[src/rtl/alu_mismatch_monitor.sv]
// Dual-ALU compare-stage monitor: counts samples and mismatches, captures the first syndrome,
// and trips a registered fault. Define ALU_MISMATCH_MON_CONSEC_EN to trip on consecutive mismatches.
module alu_mismatch_monitor #(
  parameter int CNT_W  = 8,
  parameter int THRESH = 4
) (
  input  logic             wb_clk_i,
  input  logic             wb_rst_n,
  input  logic             en,
  input  logic             clr,
  input  logic             chk_valid,
  input  logic [3:0]       x,
  input  logic             y,
  output logic [CNT_W-1:0] sample_cnt,
  output logic [CNT_W-1:0] err_cnt,
  output logic             sticky_err,
  output logic [4:0]       first_syn,
  output logic             fault,
  output logic [1:0]       state
);

  typedef enum logic [1:0] {
    IDLE  = 2'b00,
    RUN   = 2'b01,
    FAULT = 2'b10
  } state_t;

  localparam logic [CNT_W-1:0] CNT_MAX  = '1;
  localparam logic [CNT_W-1:0] THRESH_C = CNT_W'(THRESH);

  state_t           state_q, state_d;
  logic [CNT_W-1:0] sample_cnt_d, err_cnt_d, trip_d;
  logic             sticky_d;
  logic [4:0]       syn_d;
  logic             mismatch, accept;

  // Handshake: chk_valid qualifies x/y for one cycle and there is no ready; every valid
  // sample seen in RUN with en=1 and clr=0 is consumed that cycle, anything else is dropped.
  assign mismatch = (|x) | y;
  assign accept   = chk_valid & (state_q == RUN) & en & ~clr;

`ifdef ALU_MISMATCH_MON_CONSEC_EN
  logic [CNT_W-1:0] run_cnt_q, run_cnt_d;

  always_comb begin
    run_cnt_d = run_cnt_q;
    if (clr) begin
      run_cnt_d = '0;
    end else if (accept) begin
      if (!mismatch)                run_cnt_d = '0;
      else if (run_cnt_q != CNT_MAX) run_cnt_d = run_cnt_q + 1'b1;
    end
  end

  always_ff @(posedge wb_clk_i or negedge wb_rst_n) begin
    if (!wb_rst_n) run_cnt_q <= '0;
    else           run_cnt_q <= run_cnt_d;
  end

  assign trip_d = run_cnt_d;
`else
  assign trip_d = err_cnt_d;
`endif

  always_comb begin
    sample_cnt_d = sample_cnt;
    err_cnt_d    = err_cnt;
    sticky_d     = sticky_err;
    syn_d        = first_syn;
    if (clr) begin
      sample_cnt_d = '0;
      err_cnt_d    = '0;
      sticky_d     = 1'b0;
      syn_d        = '0;
    end else if (accept) begin
      if (sample_cnt != CNT_MAX) sample_cnt_d = sample_cnt + 1'b1;
      if (mismatch) begin
        if (err_cnt != CNT_MAX) err_cnt_d = err_cnt + 1'b1;
        sticky_d = 1'b1;
        if (!sticky_err) syn_d = {y, x};
      end
    end
  end

  always_comb begin
    state_d = state_q;
    case (state_q)
      IDLE: if (en && !clr) state_d = RUN;
      RUN: begin
        if (clr)           state_d = en ? RUN : IDLE;
        else if (!en)      state_d = IDLE;
        else if (accept && mismatch && (trip_d >= THRESH_C)) state_d = FAULT;
      end
      FAULT: if (clr) state_d = IDLE;
      default: state_d = IDLE;
    endcase
  end

  always_ff @(posedge wb_clk_i or negedge wb_rst_n) begin
    if (!wb_rst_n) begin
      state_q    <= IDLE;
      sample_cnt <= '0;
      err_cnt    <= '0;
      sticky_err <= 1'b0;
      first_syn  <= '0;
      fault      <= 1'b0;
    end else begin
      state_q    <= state_d;
      sample_cnt <= sample_cnt_d;
      err_cnt    <= err_cnt_d;
      sticky_err <= sticky_d;
      first_syn  <= syn_d;
      fault      <= (state_d == FAULT);
    end
  end

  assign state = state_q;

endmodule

[config.mk]
export PLATFORM = sky130hd
export DESIGN_NAME = alu_mismatch_monitor
export DESIGN_NICKNAME = d
export VERILOG_FILES = /design/src/rtl/alu_mismatch_monitor.sv
export SDC_FILE = /design/constraint.sdc
export NUM_CORES = 1
export LEC_CHECK = 0
export CORE_MARGIN = 3
export CORE_UTILIZATION = 45
export DETAILED_ROUTE_END_ITERATION = 10
export PLACE_DENSITY = 0.73
export SYNTH_ARGS = -nofsm -noshare
export SYNTH_HDL_FRONTEND = slang
export SYNTH_SLANG_ARGS = --single-unit
[constraint.sdc]
create_clock -name wb_clk_i -period 3.7 [get_ports wb_clk_i]
set_clock_uncertainty 0.2 [all_clocks]
set_input_delay 0.37 -clock wb_clk_i [delete_from_list [all_inputs] [get_ports wb_clk_i]]
set_output_delay 0.37 -clock wb_clk_i [all_outputs]
set_load 0.02 [all_outputs]
Word level (Yosys, flattened, before mapping)
Index checks and enable logic that the tools add are counted.
{ "word_totals": {"output_inout_bits": 25, "input_bits": 10, "ff_bits": 25, "elab_cells": 53} }
{ "op_classes": {"reduce_logical": 12, "addsub": 2, "muxes": 21, "magnitude_cmp": 1, "bitwise": 5, "eq_ne": 6} }
{ "op_table": {"columns": ["op", "n"], "rows": [
  ["$mux W8", 7],
  ["$mux W5", 4],
  ["$add A8 B1 Y8 const B", 2],
  ["$ne A8 B8 Y1 const B", 2],
  ["$mux W2", 5],
  ["$ge A8 B3 Y1 const B", 1],
  ["$pmux W2 S3", 1],
  ["$reduce_bool A2 Y1", 3],
  ["$eq A2 B2 Y1 const B", 2],
  ["$mux W1", 4],
  ["$reduce_and A2 Y1", 2],
  ["$reduce_or A4 Y1", 1],
  ["$and A1 B1 Y1", 3],
  ["$logic_and A1 B1 Y1", 3],
  ["$reduce_and A3 Y1", 1],
  ["$eq A2 B1 Y1 const B", 1],
  ["$logic_not A2 Y1", 1],
  ["$ne A2 B2 Y1 const B", 1],
  ["$logic_not A1 Y1", 1],
  ["$not A1 Y1", 1],
  ["$or A1 B1 Y1", 1]
]} }

Logic depth before layout (Yosys ltp)
{ "logic_depth": {"depth_word": 13, "depth_mapped": 6, "depth_no_buf": 6} }

Worst setup path before layout
OpenSTA, ideal clock, no wires.
{ "synth_path": {"path_kind": "reg2reg", "start": "register err_cnt[0]", "end": "register fault", "path_buffers": 0, "stages_incl_launch_ff": 7, "slack_ps": 1311, "t_arrival_ps": 2070, "synth_period_minus_slack_ps": 2389, "required_ps": 3381, "cell_sequence": "dfrtp_1 -> ha_1 -> nand3_1 -> a2111oi_2 -> mux2_4 -> a211o_1 -> o21a_1"} }
{ "synth_between": {"elab_chain_cells": 12} }
{ "synth_rtl": {"columns": ["item", "line", "rtl"], "rows": [
  ["from (decl)", "15", "output logic [CNT_W-1:0] err_cnt,"],
  ["from (signal assigned)", "110", "err_cnt <= err_cnt_d;"],
  ["$add A8 B1 Y8 / $ne A8 B8 Y1 (equally long branches)", "78", "if (err_cnt != CNT_MAX) err_cnt_d = err_cnt + 1'b1;"],
  ["$mux W8", "78", null],
  ["$mux W8", "77", "if (mismatch) begin"],
  ["$mux W8 (*)", "75", "end else if (accept) begin"],
  ["$mux W8 (*)", "70", "if (clr) begin"],
  ["$ge A8 B3 Y1 (*)", "92", "else if (accept && mismatch && (trip_d >= THRESH_C)) state_d = FAULT;"],
  ["$logic_and A1 B1 Y1 (*)", "92", null],
  ["$mux W2 (*)", "92", null],
  ["$mux W2 (*)", "91", "else if (!en) state_d = IDLE;"],
  ["$mux W2 (*)", "90", "if (clr) state_d = en ? RUN : IDLE;"],
  ["$pmux W2 S3 (*)", "87", "case (state_q)"],
  ["$eq A2 B2 Y1 (*)", "113", "fault <= (state_d == FAULT);"],
  ["to (signal assigned)", "113", null],
  ["to (decl)", "18", "output logic fault,"]
]} }
Mark *: on every way between the ends. The rest lies on a longest branch, timed or not.
A chain may end at the register's enable or synchronous reset.

Final worst setup path
{ "layout_path": {"start": "register err_cnt[0]", "end": "register state_q[1], in the netlist state[1]"} }
{ "layout_between": {"elab_chain_cells": 11} }
{ "layout_rtl": {"columns": ["item", "line", "rtl"], "rows": [
  ["$add A8 B1 Y8 / $ne A8 B8 Y1 (equally long branches)", "78", null],
  ["$mux W8", "78", null],
  ["$mux W8", "77", null],
  ["$mux W8 (*)", "75", null],
  ["$mux W8 (*)", "70", null],
  ["$ge A8 B3 Y1 (*)", "92", null],
  ["$logic_and A1 B1 Y1 (*)", "92", null],
  ["$mux W2 (*)", "92", null],
  ["$mux W2 (*)", "91", null],
  ["$mux W2 (*)", "90", null],
  ["$pmux W2 S3 (*)", "87", null],
  ["named net state_d[1]", "31", "state_t state_q, state_d;"],
  ["to (signal assigned)", "108", "state_q <= state_d;"],
  ["to (decl)", "31", null]
]} }
The timed path passes the listed nets; every way through them passes the cells marked *.

==> impl_metrics.json <==
{
  "cts.sinks": 25,
  "synthTopCellsByArea": "dfrtp_1 (46%), xor2_1 (5.1%), nor2_1 (4.4%)",
  "worst_skew_pair.late_latency_ns": 0.31,
  "wl_per_cell_um": 15.3,
  "dieWidth_um": 61.0,
  "start_kind": "flop",
  "fmaxAchievable_mhz": 404,
  "ys_seq_area_frac": 0.459,
  "finalCriticalPeriod_ns": 2.48,
  "p_clk_frac": 0.251,
  "synthCells": 137,
  "maxCapViolCount": 0,
  "multiInputGateArea_um2": 689,
  "core_area_um2": 2830,
  "synth_area_um2": 1360,
  "combinationalPowerShare": 0.147,
  "ios": 35,
  "grt.total_usage": 0.182,
  "p_int_mw": 0.352,
  "synth_area_leader_cell": "dfrtp_1",
  "grt_overflow": 0,
  "placementRows": 19,
  "synth_compound_area_frac": 0.175,
  "fillers": 256,
  "drtIter0Drc": 33,
  "yosys_warnings": 0,
  "hold_path.class": "flop to flop",
  "fin_crit_sh": 0.670,
  "routed_wl_mm": 3.05,
  "ys_ff_latch": 25,
  "status": "finished, final reports clean",
  "ctsLongestPathBuffers": 2,
  "hold_buffers": 0,
  "relSlewSlack": 0.261,
  "drv_slew": 0,
  "dr_total_vias": 1149,
  "fin_nets": 182,
  "grt_pass1_vias": 1124,
  "synthAdderAreaFrac": 0.0184,
  "worstPathArrival_ns": 2.49,
  "cp.required_ns": 3.71,
  "worst-path-max-fanout": 4,
  "swShare": 0.262,
  "viasPerCell": 5.75,
  "port_buffers": 34,
  "synth.avg_cell_area_um2": 9.95,
  "pwr-share-seq": 0.602,
  "drive_above_1_share": 0.0592,
  "rsz0062_at_grt": "no",
  "ir_drop_mv": 0.173,
  "grt_max_degree": 30,
  "p_sw_mw": 0.125,
  "cts_buffers": 3,
  "power.leakage_nw": 0.715,
  "syn_nets": 149,
  "ant_nets": 0,
  "worstSetupEndpointType": "flop",
  "clk_pin_slew_ns": 0.13,
  "synth_top_family_by_area": "simple AND/OR/NAND/NOR gates",
  "gp_congestion": 0.770,
  "die-area_um2": 3720,
  "h-tree-depth": 1,
  "synthSimpleGateAreaFrac": 0.208,
  "die_height_um": 61.0,
  "ctsRootBufferMaster": "clkbuf_4",
  "grt_antenna_before_repair": 0,
  "most-common-layout-cells": "clkdlybuf4s50_1 (34), dfrtp_1 (25), nor2_1 (16)",
  "mostFrequentLayoutCell": "clkdlybuf4s50_1",
  "start_util": 0.482,
  "setup_viol": 0,
  "synth_xor_area_frac": 0.0707,
  "yosys.area.top_type_share": 0.459,
  "area_growth_syn_to_layout_pct": 27.6,
  "fin_tns_setup_ns": 0,
  "diodes": 0,
  "dp_hpwl_mm": 2.24,
  "final-seq-area_um2": 626,
  "synth.distinct_cells": 37,
  "muxShareOfSynthArea": 0.0331,
  "drcViolationCount": 0,
  "cts_resized": 0,
  "total_power_mw": 0.477,
  "first_pass_iters": 4,
  "cts_tree": "built",
  "worst_pin_slew_ns": 1.10,
  "post_cts_buffers": 0,
  "crit_type": "flop to flop",
  "pwr_density_cell_nw_per_um2": 274,
  "grt_first_pass_wirelength_mm": 5.08,
  "hold_violations": 0
}
## layer usage
| layer | routed length [um] | up-vias | track usage |
|---|---|---|---|
| li1 | - | 559 | - |
| met1 | 1330 | 557 | 0.231 |
| met2 | 1560 | 31 | 0.311 |
| met3 | 144 | 2 | 0.0356 |
| met4 | 18 | 0 | 0.0557 |
| met5 | 0 | - | 0 |
## cells in the mapped netlist (all sizes together)
| master | number |
|---|---|
| o211ai | 2 |
| clkbuf | 3 |
| nor2 | 16 |
| nand2b | 2 |
| nand4 | 6 |
| a21oi | 10 |
| nand2 | 11 |
| o21a | 2 |
| a211o | 2 |
| a41oi | 2 |
| ha | 2 |
| nor3b | 1 |
| mux2 | 1 |
| and4 | 2 |
| or4 | 1 |
| dfrtp | 25 |
| xor2 | 8 |
| and4b | 1 |
| o2111ai | 1 |
| a211oi | 2 |
| mux2i | 3 |
| and3 | 2 |
| a221oi | 1 |
| inv | 3 |
| nand3 | 4 |
| o21ai | 11 |
| a2111oi | 2 |
| nor2b | 2 |
| nand4b | 1 |
| xnor2 | 3 |
| nor4 | 1 |
| buf | 4 |
## critical path: stages (launching register included)
cell and delay [ns]:
dfrtp_1 0.43, ha_1 0.27, nand3_1 0.19, a2111oi_2 0.44, mux2_4 0.34, a211o_1 0.31
o21a_1 0.20
## worst paths after layout
check | startpoint | endpoint | slack [ns] | cells past startpoint
max | err_cnt[0] | state[1] | 1.22 | 6
min | first_syn[2] | first_syn[2] | 0.36 | 2
max reg2reg | err_cnt[0] | state[1] | 1.22 | 6
min reg2reg | first_syn[2] | first_syn[2] | 0.36 | 2
max in group asynchronous | wb_rst_n | err_cnt[7] | 2.20 | 1
min in group asynchronous | wb_rst_n | first_syn[4] | 0.44 | 1
## power groups by stage
stage	clock network, mW	registers (mW)	logic (mW)
after floorplan	0	0.299	0.0257
final	0.120	0.287	0.0701
after CTS	0.125	0.287	0.0712
after global placement	0	0.292	0.0696
after detailed placement	0	0.292	0.0710
after global routing	0.136	0.288	0.0769
## flip-flops by register name, summed over array words and instances, names as in the netlist
signal	cells
fault	1
first_syn	5
err_cnt	8
state	2
sample_cnt	8
sticky_err	1
## logic make-up after synthesis
kind of cell | Yosys count
buffers and inverters | 10
AOI/OAI and AO/OA | 35
xor gates and xnor gates | 11
and+or+nand+nor | 50
adders and majority gates | 2
DFF | 25
muxes | 4
## area by class of cell
cell class,instances,area share
clock buffer,4,0.0151
inverter,3,0.00647
multi-input combinational,102,0.396
sequential,25,0.360
tap,31,0.0223
timing repair buffer,35,0.200
## per-stage QoR
step / area [um^2] / util / std cells / hold slack, ns / worst slack, ns
2_1_floorplan: 1360 / - / 137 / -0.126 / 1.31
3_3_place_gp: 1710 / 0.605 / 196 / 0.338 / 1.05
3_5_place_dp: 1710 / 0.605 / 196 / 0.346 / 0.976
4_1_cts: 1740 / 0.615 / 200 / 0.365 / 1.23
5_1_grt: 1740 / 0.615 / 200 / 0.392 / 1.07
6_report: 1740 / 0.615 / 200 / 0.362 / 1.22
Note: power is estimated with default switching activity, not from simulation.
